## src/rtl/comm_query.sv

```systemverilog
// UART query/response sequencer: sends one query byte, waits for a reply,
// retransmitting on timeout until the retry budget is spent.
module comm_query #(
    parameter logic [7:0] QUERY_BYTE   = 8'h3F,
    parameter logic [7:0] EXPECT_BYTE  = 8'h46,
    parameter int         TIMEOUT_CLKS = 50000,
    parameter int         MAX_RETRIES  = 3
) (
    input  logic       CLK_50,
    input  logic       i_Rst_L,
    input  logic       i_Start,
    output logic       o_Busy,
    output logic       o_TX_DV,
    output logic [7:0] o_TX_Byte,
    input  logic       i_TX_Active,
    input  logic       i_TX_Done,
    input  logic       i_RX_DV,
    input  logic [7:0] i_RX_Byte,
    output logic [7:0] o_Resp_Byte,
    output logic       o_Resp_Valid,
    output logic       o_Match,
    output logic       o_Timeout,
    output logic [3:0] o_Retry_Count
);

    localparam int              CntW     = $clog2(TIMEOUT_CLKS);
    localparam logic [CntW-1:0] CntLast  = CntW'(TIMEOUT_CLKS - 1);
    localparam logic [3:0]      RetryMax = 4'(MAX_RETRIES);

    typedef enum logic [2:0] {
        IDLE,
        WAIT_READY,
        SEND,
        WAIT_DONE,
        WAIT_RESP
    } state_t;

    state_t          state;
    state_t          stateNext;
    logic [CntW-1:0] count;
    logic            doStart;
    logic            doClear;
    logic            doCapture;
    logic            doRetry;
    logic            doTimeout;

    always_comb begin
        stateNext = state;
        doStart   = 1'b0;
        doClear   = 1'b0;
        doCapture = 1'b0;
        doRetry   = 1'b0;
        doTimeout = 1'b0;
        unique case (state)
            IDLE: begin
                if (i_Start) begin
                    stateNext = WAIT_READY;
                    doStart   = 1'b1;
                end
            end
            WAIT_READY: begin
                if (!i_TX_Active) stateNext = SEND;
            end
            SEND: stateNext = WAIT_DONE;
            WAIT_DONE: begin
                if (i_TX_Done) begin
                    stateNext = WAIT_RESP;
                    doClear   = 1'b1;
                end
            end
            WAIT_RESP: begin
                // A reply arriving on the expiry cycle still counts
                if (i_RX_DV) begin
                    stateNext = IDLE;
                    doCapture = 1'b1;
                end else if (count == CntLast) begin
                    if (o_Retry_Count < RetryMax) begin
                        stateNext = WAIT_READY;
                        doRetry   = 1'b1;
                    end else begin
                        stateNext = IDLE;
                        doTimeout = 1'b1;
                    end
                end
            end
            default: stateNext = IDLE;
        endcase
    end

    always_ff @(posedge CLK_50 or negedge i_Rst_L) begin
        if (!i_Rst_L) begin
            state         <= IDLE;
            count         <= '0;
            o_Retry_Count <= 4'd0;
            o_Resp_Byte   <= 8'h00;
            o_Resp_Valid  <= 1'b0;
            o_Match       <= 1'b0;
            o_Timeout     <= 1'b0;
        end else begin
            state        <= stateNext;
            o_Resp_Valid <= doCapture;
            o_Timeout    <= doTimeout;
            if (doClear) begin
                count <= '0;
            end else if (state == WAIT_RESP) begin
                count <= count + CntW'(1);
            end
            if (doStart) begin
                o_Retry_Count <= 4'd0;
            end else if (doRetry) begin
                o_Retry_Count <= o_Retry_Count + 4'd1;
            end
            if (doCapture) begin
                o_Resp_Byte <= i_RX_Byte;
                o_Match     <= (i_RX_Byte == EXPECT_BYTE);
            end
        end
    end

    assign o_Busy    = (state != IDLE);
    assign o_TX_DV   = (state == SEND);
    assign o_TX_Byte = QUERY_BYTE;

endmodule

```

## config.mk

```make
export PLATFORM = sky130hd
export DESIGN_NAME = comm_query
export DESIGN_NICKNAME = d
export VERILOG_FILES = /design/src/rtl/comm_query.sv
export SDC_FILE = /design/constraint.sdc
export NUM_CORES = 1
export LEC_CHECK = 0
export CORE_MARGIN = 1.5
export CORE_UTILIZATION = 45
export CTS_CLUSTER_SIZE = 8
export DETAILED_ROUTE_END_ITERATION = 10
export GPL_ROUTABILITY_DRIVEN = 0
export PLACE_DENSITY = 0.75
export SYNTH_ARGS = -nofsm -noshare
export SYNTH_HDL_FRONTEND = slang
export SYNTH_SLANG_ARGS = --single-unit
```

## constraint.sdc

```tcl
create_clock -name CLK_50 -period 2.1 [get_ports CLK_50]
set_clock_uncertainty 0.2 [all_clocks]
set_input_delay 0.21 -clock CLK_50 [delete_from_list [all_inputs] [get_ports CLK_50]]
set_output_delay 0.21 -clock CLK_50 [all_outputs]
set_load 0.02 [all_outputs]
```

Word level (Yosys, flattened, before mapping) --
Index checks and enable logic that the tools add are counted.
Cells by class: reductions and logical operators 5, eq/ne operators 10, mux-type cells 25, add/sub/neg operators 2, $lt $le $gt $ge 1
Operators by type and width (number):
- 2-to-1 mux 16 bit | 2
- adder 16 x 1 -> 16 bit, second input constant | 1
- equality test 16 bit, second input constant | 1
- 2-to-1 mux 1 bit | 15
- 2-to-1 mux 3 bit | 5
- case mux 3 bit (5 select lines) | 1
- equality test 8 x 7 -> 1 bit, second input constant | 1
- 2-to-1 mux 4 bit | 2
- equality test 3 x 2 -> 1 bit, second input constant | 2
- != test 2 bit, second input constant | 3
- adder 4 x 1 -> 4 bit, second input constant | 1
- < comparator 4 x 2 -> 1 bit, second input constant | 1
- AND reduction 4 bit | 1
- nonzero test 2 bit | 2
- equality test 3 x 1 -> 1 bit, second input constant | 1
- equality test 3 bit, second input constant | 1
- zero test 3 bit | 1
- != test 3 bit, second input constant | 1
- nonzero test 3 bit | 1
Word-level totals: input bits 14, register bits after elaboration 34, logic and storage cells 50, output and inout port bits 25

Logic depth before layout (Yosys ltp) --
depth in word-level cells 7, depth in mapped cells 6, gate-level depth less buffers 5

Least setup slack after synthesis --
No wires, ideal clock.
path kind reg-to-reg, from register state[1], to register count[15], slack -0.031 ns, clock period less this slack 2.131 ns, arrival time 1.854 ns, cell stages (with the launch flop) 7, data required time 1.822 ns, cells stage by stage dfrtp_1 buf_6 or3b_1 buf_6 a2111o_1 or3_1 a21oi_1
On the way: word-level cells in the longest chain between the ends 3, elaborated cells on any way between the ends 5, those cells by class eq/ne: 2; mux: 2; reduce/logical: 1
RTL lines:
- from (decl) | RTL line 38 | state_t state;
- from (signal assigned) | RTL line 100 | state <= stateNext;
- equality test 3 x 2 -> 1 bit | RTL line 54 | unique case (state)
- 2-to-1 mux 1 bit | RTL line 54
- 2-to-1 mux 16 bit / nonzero test 2 bit (equally long branches)
- to (signal assigned) | RTL line 106 | count <= count + CntW'(1);
- to (decl) | RTL line 40 | logic [CntW-1:0] count;
Parallel ways exist; a longest one is shown, timed or not. A chain may end at the register's enable or synchronous reset.

Worst setup path after layout --
from register state[1], to register count[7]
Same word-level chain as after synthesis.

==> summary.md <==
| Metric | Value |
|---|---|
| Maximum clock insertion buffer count | `2` |
| Most common cell after layout, fill and taps aside | `dfrtp_1` |
| Largest fanout on the critical path | `7` |
| Setup repair bufs after CTS | `0` |
| Cell count after synthesis | `166` |
| Final nets | `approximately 230` |
| Total wire length | `3.829 mm` |
| Vias in the first global route | `1372` |
| CP Data Arrival Time | `2.00 ns` |
| CTS Buf Count | `5` |
| P_leak | `0.9847 nW` |
| 1st-pass router iterations | `5` |
| DRC viols | `0` |
| Reg clk slew, reported paths | `~0.07 ns` |
| Via total after detailed routing | `about 1400` |
| Sequential Area | `850.8 um^2` |
| Final Critical Period | `2.035 ns` |
| WP data required | `roughly 2.1 ns` |
| Final worst-path cycle share | `96.90%` |
| Register area share after synthesis | `49.67%` |
| Initial antenna violation count | `0` |
| Setup crit end kind | `flip-flop` |
| Core region area | `0.003661 mm^2` |
| Hpwl dp | `between 2 and 3 mm` |
| Total gr overflow | `0` |
| Cell Pwr Density | `1084 mW/mm^2` |
| Final ANT Viol Nets | `0` |
| Initial core utilization | `between 40% and 50%` |
| Met2 WL | `1.980 mm` |
| Most frequent cells in the layout | `dfrtp_1, clkdlybuf4s50_1, buf_4, nand2_1, a21oi_1` |
| CTS tree | `done` |
| Hold WC Path Type | `primary input to async pin` |
| Die Area | `0.004185 mm^2` |
| Largest net degree at the start of global routing | `35` |
| Antenna diodes | `0` |
| Ys Warns | `0` |
| Avg WL per Cell | `about 15 um` |
| # port buffers | `30` |
| Root buf cell | `clkbuf_8` |
| Startpoint Class | `flip-flop` |
| Initial drt markers | `90` |
| Multi-input gate area | `around 800 um^2` |
| Layout cells sized above 1 | `17.06%` |
| Max_cap viols | `0` |
| Post-route cell area | `~0.0023 mm^2` |
| Unique masters post-synth | `41` |
| Mapped Area | `0.001713 mm^2` |
| Max Freq | `491.4 MHz` |
| Met3 wire length | `167 um` |
| Site Rows | `22` |
| # fillers | `303` |
| Die H | `64.70 um` |
| Via density | `5.471` |
| H-tree depth | `2` |
| Max Slew Vio Count | `0` |
| Top sig layer | `met4` |
| Status | `finished clean` |
| Syn_area_per_cell | `10.32 um^2` |
| Synthesis-to-finish area growth | `32.14%` |
| Seq cells post-synth | `34` |
| Hold buffers post-CTS | `0` |
| Ports | `39` |
| Clock sinks | `34` |
| Peak supply drop | `between 0.6 and 0.7 mV` |
| Final Util | `61.82%` |
| RSZ-0062 raised after global routing | `true` |
| Total GRT Usage | `19.42%` |
| Chip width | `64.70 um` |
| Final hold slack | `0.1212 ns` |
| Total power | `2.453 mW` |
| Setup violations, final | `0` |
| Setup CP Type | `flip-flop to flip-flop` |
| Metal-1 WL | `1.638 mm` |
| Skew-Pair Late Insertion Delay | `0.29 ns` |
| Dpl cell area | `0.002110 mm^2` |
| Final Hold Vio Count | `0` |
| First-pass GRT wire length | `6.196 mm` |
-- layer usage --
| layer | vias to the layer above | GRT usage (%) |
|---|---|---|
| met2 | 44 | 35.55 |
| li1 | 668 | - |
| met5 | - | 0 |
| met4 | 0 | 6.117 |
| met3 | 6 | 4.861 |
| met1 | 699 | 22.13 |
-- area by class of cell --
| class | count | share of cell area, % |
|---|---|---|
| inverter | 3 | 0.4975 |
| multi-input combinational | 120 | 34.49 |
| sequential | 34 | 37.59 |
| timing repair buffer | 46 | 18.46 |
| tap | 48 | 2.653 |
| clock inverter | 2 | 2.653 |
| clock buffer | 6 | 3.648 |
-- final timing paths --
path                                       end  depth (start not counted)            from  slack, ns
min in group CLK_50             o_Resp_Byte[4]                          1  o_Resp_Byte[4]       0.31
max in group asynchronous       o_Resp_Byte[7]                          2         i_Rst_L       1.27
worst max-delay path                  count[7]                          5        state[1]       0.07
worst max register to register        count[7]                          5        state[1]       0.07
worst min-delay path                  state[1]                          2         i_Rst_L       0.12
worst min register to register  o_Resp_Byte[4]                          1  o_Resp_Byte[4]       0.31
-- registers in the layout (all words and copies together) (netlist names) --
| register | flops |
|---|---|
| o_Match | 1 |
| o_Resp_Byte | 8 |
| state | 3 |
| count | 16 |
| o_Retry_Count | 4 |
| o_Resp_Valid | 1 |
| o_Timeout | 1 |
-- synthesized netlist by cell type --
| master | instances | share of area, % |
|---|---|---|
| and2_1 | 1 | 0.37 |
| a2111oi_0 | 1 | 0.51 |
| nand3b_1 | 2 | 0.88 |
| a21oi_1 | 10 | 2.9 |
| xnor2_1 | 4 | 2.0 |
| or3_1 | 8 | 2.9 |
| a211oi_1 | 1 | 0.44 |
| nand2_1 | 14 | 3.1 |
| or4_1 | 1 | 0.44 |
| buf_6 | 2 | 1.3 |
| buf_2 | 1 | 0.29 |
| nor4b_1 | 5 | 2.6 |
| o21ai_0 | 12 | 3.5 |
| or3b_1 | 1 | 0.51 |
| xor2_1 | 2 | 1.0 |
| nor3b_1 | 2 | 0.88 |
| o2111ai_1 | 1 | 0.51 |
| nand4_1 | 2 | 0.73 |
| dfrtp_1 | 34 | 50 |
| and4_1 | 2 | 1.0 |
| ha_1 | 2 | 1.5 |
| a221oi_1 | 1 | 0.51 |
| and4b_1 | 1 | 0.58 |
| buf_4 | 9 | 3.9 |
| nand3_1 | 6 | 1.8 |
| clkbuf_1 | 3 | 0.66 |
| a21o_1 | 2 | 0.88 |
| o41ai_1 | 1 | 0.51 |
| nand4b_1 | 1 | 0.51 |
| inv_1 | 3 | 0.66 |
| nor4bb_1 | 1 | 0.58 |
| nor2_1 | 9 | 2.0 |
| nor3_1 | 2 | 0.58 |
| a22oi_1 | 1 | 0.44 |
| a2111o_1 | 2 | 1.3 |
| and3b_1 | 1 | 0.51 |
| nor2b_1 | 3 | 1.1 |
| nor4_1 | 1 | 0.37 |
| and3_1 | 1 | 0.37 |
| mux2_2 | 8 | 5.3 |
| conb_1 | 2 | 0.44 |
-- kinds of logic (layout without fill, tap and decap cells) --
group | after synthesis | count (layout) | synth area share [%]
other cells | 2 | 8 | 0.4384
simple gates | 64 | 64 | 21.70
compound gates | 32 | 32 | 11.54
flops | 34 | 34 | 49.67
buf+inv | 18 | 57 | 6.866
mux | 8 | 8 | 5.260
fa+ha+maj | 2 | 2 | 1.461
xor+xnor | 6 | 6 | 3.068
-- what timing repair did --
item / 4_1_cts / 5_1_grt
gates resized for setup: 3 / 7
gates cloned: 0 / 0
pin swaps: 0 / 2
endpoints found under the setup margin: 3 / 5
-- through the flow --
step | worst slack, ns | setup TNS, ns | cells
2_1_floorplan | -0.03137 | -0.08438 | 172
3_3_place_gp | -0.1546 | -0.5220 | 251
3_5_place_dp | -0.1266 | -0.5980 | 251
4_1_cts | 0.02798 | 0 | 259
5_1_grt | -0.009219 | -0.009219 | 259
6_report | 0.06511 | 0 | 259
-- worst max-delay path, cell delays in order (launching register included) --
cell,delay [ns]
dfrtp_1,0.41
or3b_4,0.43
buf_4,0.18
or4_4,0.53
nand3_1,0.09
o21ai_1,0.08
-- where the power goes --
part | internal (mW) | switching [mW]
sequential | 0.802 | 0.111
clock | 0.506 | 0.243
combinational | 0.387 | 0.403
No activity file was read; power rests on OpenSTA's default activity.
==> patch 1: new RTL, same flow settings <==
The parameter `TIMEOUT_CLKS` goes from 50000 to 25000.
--- a/src/rtl/comm_query.sv
+++ b/src/rtl/comm_query.sv
@@ -4,5 +4,5 @@
     parameter logic [7:0] QUERY_BYTE   = 8'h3F,
     parameter logic [7:0] EXPECT_BYTE  = 8'h46,
-    parameter int         TIMEOUT_CLKS = 50000,
+    parameter int         TIMEOUT_CLKS = 25000,
     parameter int         MAX_RETRIES  = 3
 ) (
Behaviour: no difference found for any inputs over 10 cycles, from zero or initial values and one cycle with i_Rst_L low; that may be too few to reach the edited logic, so the function may still have changed.
==> patch 1 against the unedited design <==
The run now ends with setup timing left; clock power is 53% lower; non-clock buffer count decreased by 5; synthesized area decreased by 4.5%; power is 18% lower; sequential cell count is 1 lower; cell area shrank 8.8%; setup slack lost 0.12 ns; global-route usage shrank 0.44 points; wire length down 9.6%.
==> patch 1: results (changes against the unedited design) <==
The synthesized instance count came out at 157 (was 166). For the peak supply drop, the log shows 0.619 mV (was 0.694 mV). Cell types with the highest counts after synthesis: sky130_fd_sc_hd__dfrtp_1, sky130_fd_sc_hd__nor2_1, sky130_fd_sc_hd__nand2_1, sky130_fd_sc_hd__mux2_2, sky130_fd_sc_hd__buf_4 (was sky130_fd_sc_hd__dfrtp_1, sky130_fd_sc_hd__nand2_1, sky130_fd_sc_hd__o21ai_0, sky130_fd_sc_hd__a21oi_1). The tools report the clock latency at the later pin of the worst-skew pair as 0.33 ns (was 0.29 ns). Mean routed wirelength per cell: 14.2 µm (was 14.8 µm). The post-synthesis xor/xnor area fraction came out at 4.28% (was 3.07%). The critical path's largest stage delay works out to 0.51 ns (was 0.53 ns).

The tools report the detailed-routing iteration count for the pre-antenna-repair pass as 4 (was 5). The biggest fanout along the worst timing path is 4 (was 7), and the number of distinct standard cells referenced by the synthesized netlist is 39 (was 41). The pin count of the biggest net entering global routing came out at 34 (was 35). End of the critical path: count[14] (was count[7]).

The average vias per placed instance works out to 5.24 (was 5.47). The static leakage power is 0.932 nW (was 0.985 nW), and the HPWL after detailed placement is 2540 µm (was 2760 µm). The logs give 31.3% (was 35.5%) for the routing usage on met2 and 1278 (was 1417) for the number of vias in the routed layout. The pre-CTS setup slack was -0.0204 ns (was -0.127 ns); the quantity of gates resized following cts was 2 (was 3). Global-route wire length before repair: 5910 µm (was 6200 µm).

Clock network power: 355 µW (was 750 µW). Top cells by area, synth: sky130_fd_sc_hd__dfrtp_1, sky130_fd_sc_hd__mux2_2, sky130_fd_sc_hd__buf_4 (unchanged). The final reports fail on setup timing. The number of endpoints failing setup at the final stage is 2 (was 0). Leading registers by flop count: count: 15 flops, o_Resp_Byte: 8 flops, o_Retry_Count: 4 flops (was count: 16 flops, o_Resp_Byte: 8 flops, o_Retry_Count: 4 flops). The cell internal power dissipation was 1.31 mW (was 1.70 mW). The number of instances in the placed design was 237 (was 251). The run gives 153 µm (was 167 µm) as the length of routed met3 wiring. The run finished, with violations left. The arrival time at the worst endpoint was 2.21 ns (was 2.00 ns); the adder and majority gate portion of the synthesized area was 1.53% (was 1.46%). For the sequential-cell power consumption, the log shows 888 µW (was 913 µW). The global routing met1 resource utilization is 23.7% (was 22.1%). The clock-pin slew on the worst setup and hold paths was 0.10 ns (was 0.07 ns).

The mux contribution to synthesized area was 6.81% (was 5.26%); the slack of the critical path was -0.0510 ns (was 0.0651 ns). The run gives 69 (was 90) as the number of violations reported at the end of detailed-routing iteration 0. Routed length on met2: 1800 µm (was 1980 µm).

The total number of nets in the final design was 214 (was 226); the global-route met3 utilization was 5.71% (was 4.86%). The clock tree root buffer cell is sky130_fd_sc_hd__clkbuf_4 (was sky130_fd_sc_hd__clkbuf_8). Post-synthesis sequential area ratio: 50.5% (was 49.7%).
==> patch 1: cell count changes after synthesis, sizes merged, moves of 3 or more <==
cell   change
a21oi      -5
nor4b      -3
nor2       +7
or4        +4
o21ai      -7
or3        -6
nor3       +3
==> patch 1: through the flow <==
| step | area, µm² | total power, mW | hold slack (ns) | util [%] |
|---|---|---|---|---|
| after detailed placement | 2010 | 1.68 | 0.302 | 58.8 |
| after CTS | 2060 | 2.02 | 0.0822 | 60.4 |
| after global routing | 2060 | 2.13 | 0.104 | 60.4 |
| after floorplan | 1670 | 1.36 | -0.286 | - |
| final | 2060 | 2.00 | 0.0774 | 60.4 |
| after global placement | 2010 | 1.63 | 0.291 | 58.8 |
==> patch 1: area by class of cell <==
cell class | instances | area (µm²) | area share [%]
inverters | 3 | 11.3 | 0.545
clock buffers | 7 | 55.1 | 2.67
well taps | 46 | 57.6 | 2.79
multi-input cells | 114 | 733 | 35.5
flip-flops and latches | 33 | 826 | 40.0
repair buffers | 41 | 382 | 18.5
==> patch 2: new RTL, same flow settings <==
Made on the original files. Re-encode `state_t` (5 states) as one-hot, 5 bits wide.
--- a/src/rtl/comm_query.sv
+++ b/src/rtl/comm_query.sv
@@ -28,10 +28,10 @@
     localparam logic [3:0]      RetryMax = 4'(MAX_RETRIES);
 
-    typedef enum logic [2:0] {
-        IDLE,
-        WAIT_READY,
-        SEND,
-        WAIT_DONE,
-        WAIT_RESP
+    typedef enum logic [4:0] {
+        IDLE       = 5'b00001,
+        WAIT_READY = 5'b00010,
+        SEND       = 5'b00100,
+        WAIT_DONE  = 5'b01000,
+        WAIT_RESP  = 5'b10000
     } state_t;
 
Behaviour: no difference found for any inputs over 10 cycles, from zero or initial values and one cycle with i_Rst_L low; not proved beyond that.
==> patch 2 against the unedited design <==
Critical path depth is 1 lower; power is 9.4% higher; cell area is 4.6% higher; largest cell class unchanged; sequential share of layout area is 0.73 points higher; count of clock-buffer cells in the layout is 1 lower; sequential cell count is 2 higher; wire length is 2.4% lower; setup slack better by 0.014 ns; synthesized area is 9.0% higher.
==> patch 2: results (changes against the unedited design) <==
The run gives 235 (was 226) as the total number of nets in the final design. The number of instances in the placed design came out at 261 (was 251). The global router's overall resource usage is 18.7% (was 19.4%). The pre-CTS setup slack came out at 0.0674 ns (was -0.127 ns).

The critical path's largest stage delay is 0.48 ns (was 0.53 ns). Static leakage power: 0.989 nW (was 0.985 nW). For the arrival time at the worst endpoint, the log shows 1.61 ns (was 2.00 ns). Cell types with the highest counts after synthesis: sky130_fd_sc_hd__dfrtp_1, sky130_fd_sc_hd__nor2_1 (was sky130_fd_sc_hd__dfrtp_1, sky130_fd_sc_hd__nand2_1, sky130_fd_sc_hd__o21ai_0, sky130_fd_sc_hd__a21oi_1).

The biggest fanout along the worst timing path is 6 (was 7). First element of the critical path: state[2] (was state[1]). The slowest cell on the critical path is sky130_fd_sc_hd__dfrtp_2 (was sky130_fd_sc_hd__or4_4).

The total length of routed wires is 3740 µm (was 3830 µm), and the register-to-register setup slack is 0.14 ns (was 0.07 ns). The tools report the global-route wire length before repair as 6240 µm (was 6200 µm). Post-synthesis sequential area ratio: 48.3% (was 49.7%).

The post-place instance area is 2240 µm² (was 2110 µm²), and the shortest period the worst path allows is 2.02 ns (was 2.03 ns). The HPWL after detailed placement was 2680 µm (was 2760 µm). The end of the critical path is o_Busy (was count[7]).

For the number of violations reported at the end of detailed-routing iteration 0, the log shows 122 (was 90). The flow ran to the end, and the final reports show no timing, DRC or antenna violations. The tools report the power dissipated by switching net loads as 1.04 mW (was 758 µW). Top cells by area, synth: sky130_fd_sc_hd__dfrtp_1, sky130_fd_sc_hd__mux2_2, sky130_fd_sc_hd__xor2_1 (was sky130_fd_sc_hd__dfrtp_1, sky130_fd_sc_hd__mux2_2, sky130_fd_sc_hd__buf_4). Leading registers by flop count: count: 16 flops, o_Resp_Byte: 8 flops, state: 5 flops (was count: 16 flops, o_Resp_Byte: 8 flops, o_Retry_Count: 4 flops). The endpoint of the lowest-slack register-to-register path is count[15] (was count[7]).

The average footprint of a synthesized cell came out at 10.5 µm² (was 10.3 µm²). The share of layout cells above drive strength 1 was 18.2% (was 17.1%). For the peak supply drop, the log shows 0.715 mV (was 0.694 mV). The tools report the number of vias in the routed layout as 1478 (was 1417).
==> patch 2: worst min-delay path by stage <==
stage / startpoint / end / cells after the start
after floorplan: i_Rst_L / count[0] / 0
after global placement: o_Match / o_Match / 2
after detailed placement: o_Match / o_Match / 2
after CTS: i_Rst_L / count[11] / 2
after global routing: i_Rst_L / count[5] / 2
final: i_Rst_L / count[14] / 2
==> patch 2: worst max-delay path, delay by kind of cell (launching register included) <==
kind,cells,cell delay (ns)
and+or+nand+nor,2,0.44
buffers and inverters,2,0.40
DFF,1,0.48
==> patch 2: timing repair <==
item                                    4_1_cts  5_1_grt
endpoints found under the hold margin         0        0
pin swaps                                     0        0
endpoints found under the setup margin        2        6
buffers inserted                              0        1
gates resized for setup                       7        3
==> patch 2: cells by family after synthesis <==
group,Yosys count,share of synthesized area [%]
xor gates and xnor gates,10,4.69
adders and majority gates,2,1.34
AOI/OAI and AO/OA,22,6.70
DFF,36,48.3
muxes,8,4.83
buffers and inverters,18,5.56
other,2,0.402
and+or+nand+nor,80,28.2
==> patch 2: cell type report <==
cell class | count | area [µm²] | share of cell area (%)
multi-input combinational | 130 | 906 | 38.3
clock inverter | 3 | 23.8 | 1.00
tap | 50 | 62.6 | 2.64
clock buffer | 5 | 68.8 | 2.91
inverter | 5 | 18.8 | 0.793
sequential | 36 | 907 | 38.3
timing repair buffer | 41 | 380 | 16.1
==> patch 2: power groups by stage <==
| stage | clock network [mW] | registers (mW) | logic (mW) |
|---|---|---|---|
| 2_1_floorplan | 0 | 1.13 | 0.643 |
| 3_3_place_gp | 0 | 1.14 | 1.00 |
| 3_5_place_dp | 0 | 1.14 | 1.02 |
| 4_1_cts | 0.514 | 1.14 | 1.02 |
| 5_1_grt | 0.548 | 1.19 | 1.14 |
| 6_report | 0.500 | 1.16 | 1.03 |
==> patch 2: layer usage <==
layer	part of all wire [%]	global-route usage, %	up-vias	wire, µm
li1	-	-	714	-
met1	46	24.5	714	1710
met2	47	28.1	41	1750
met3	5.1	5.67	9	190
met4	2.5	9.18	0	95
met5	0	0	-	0
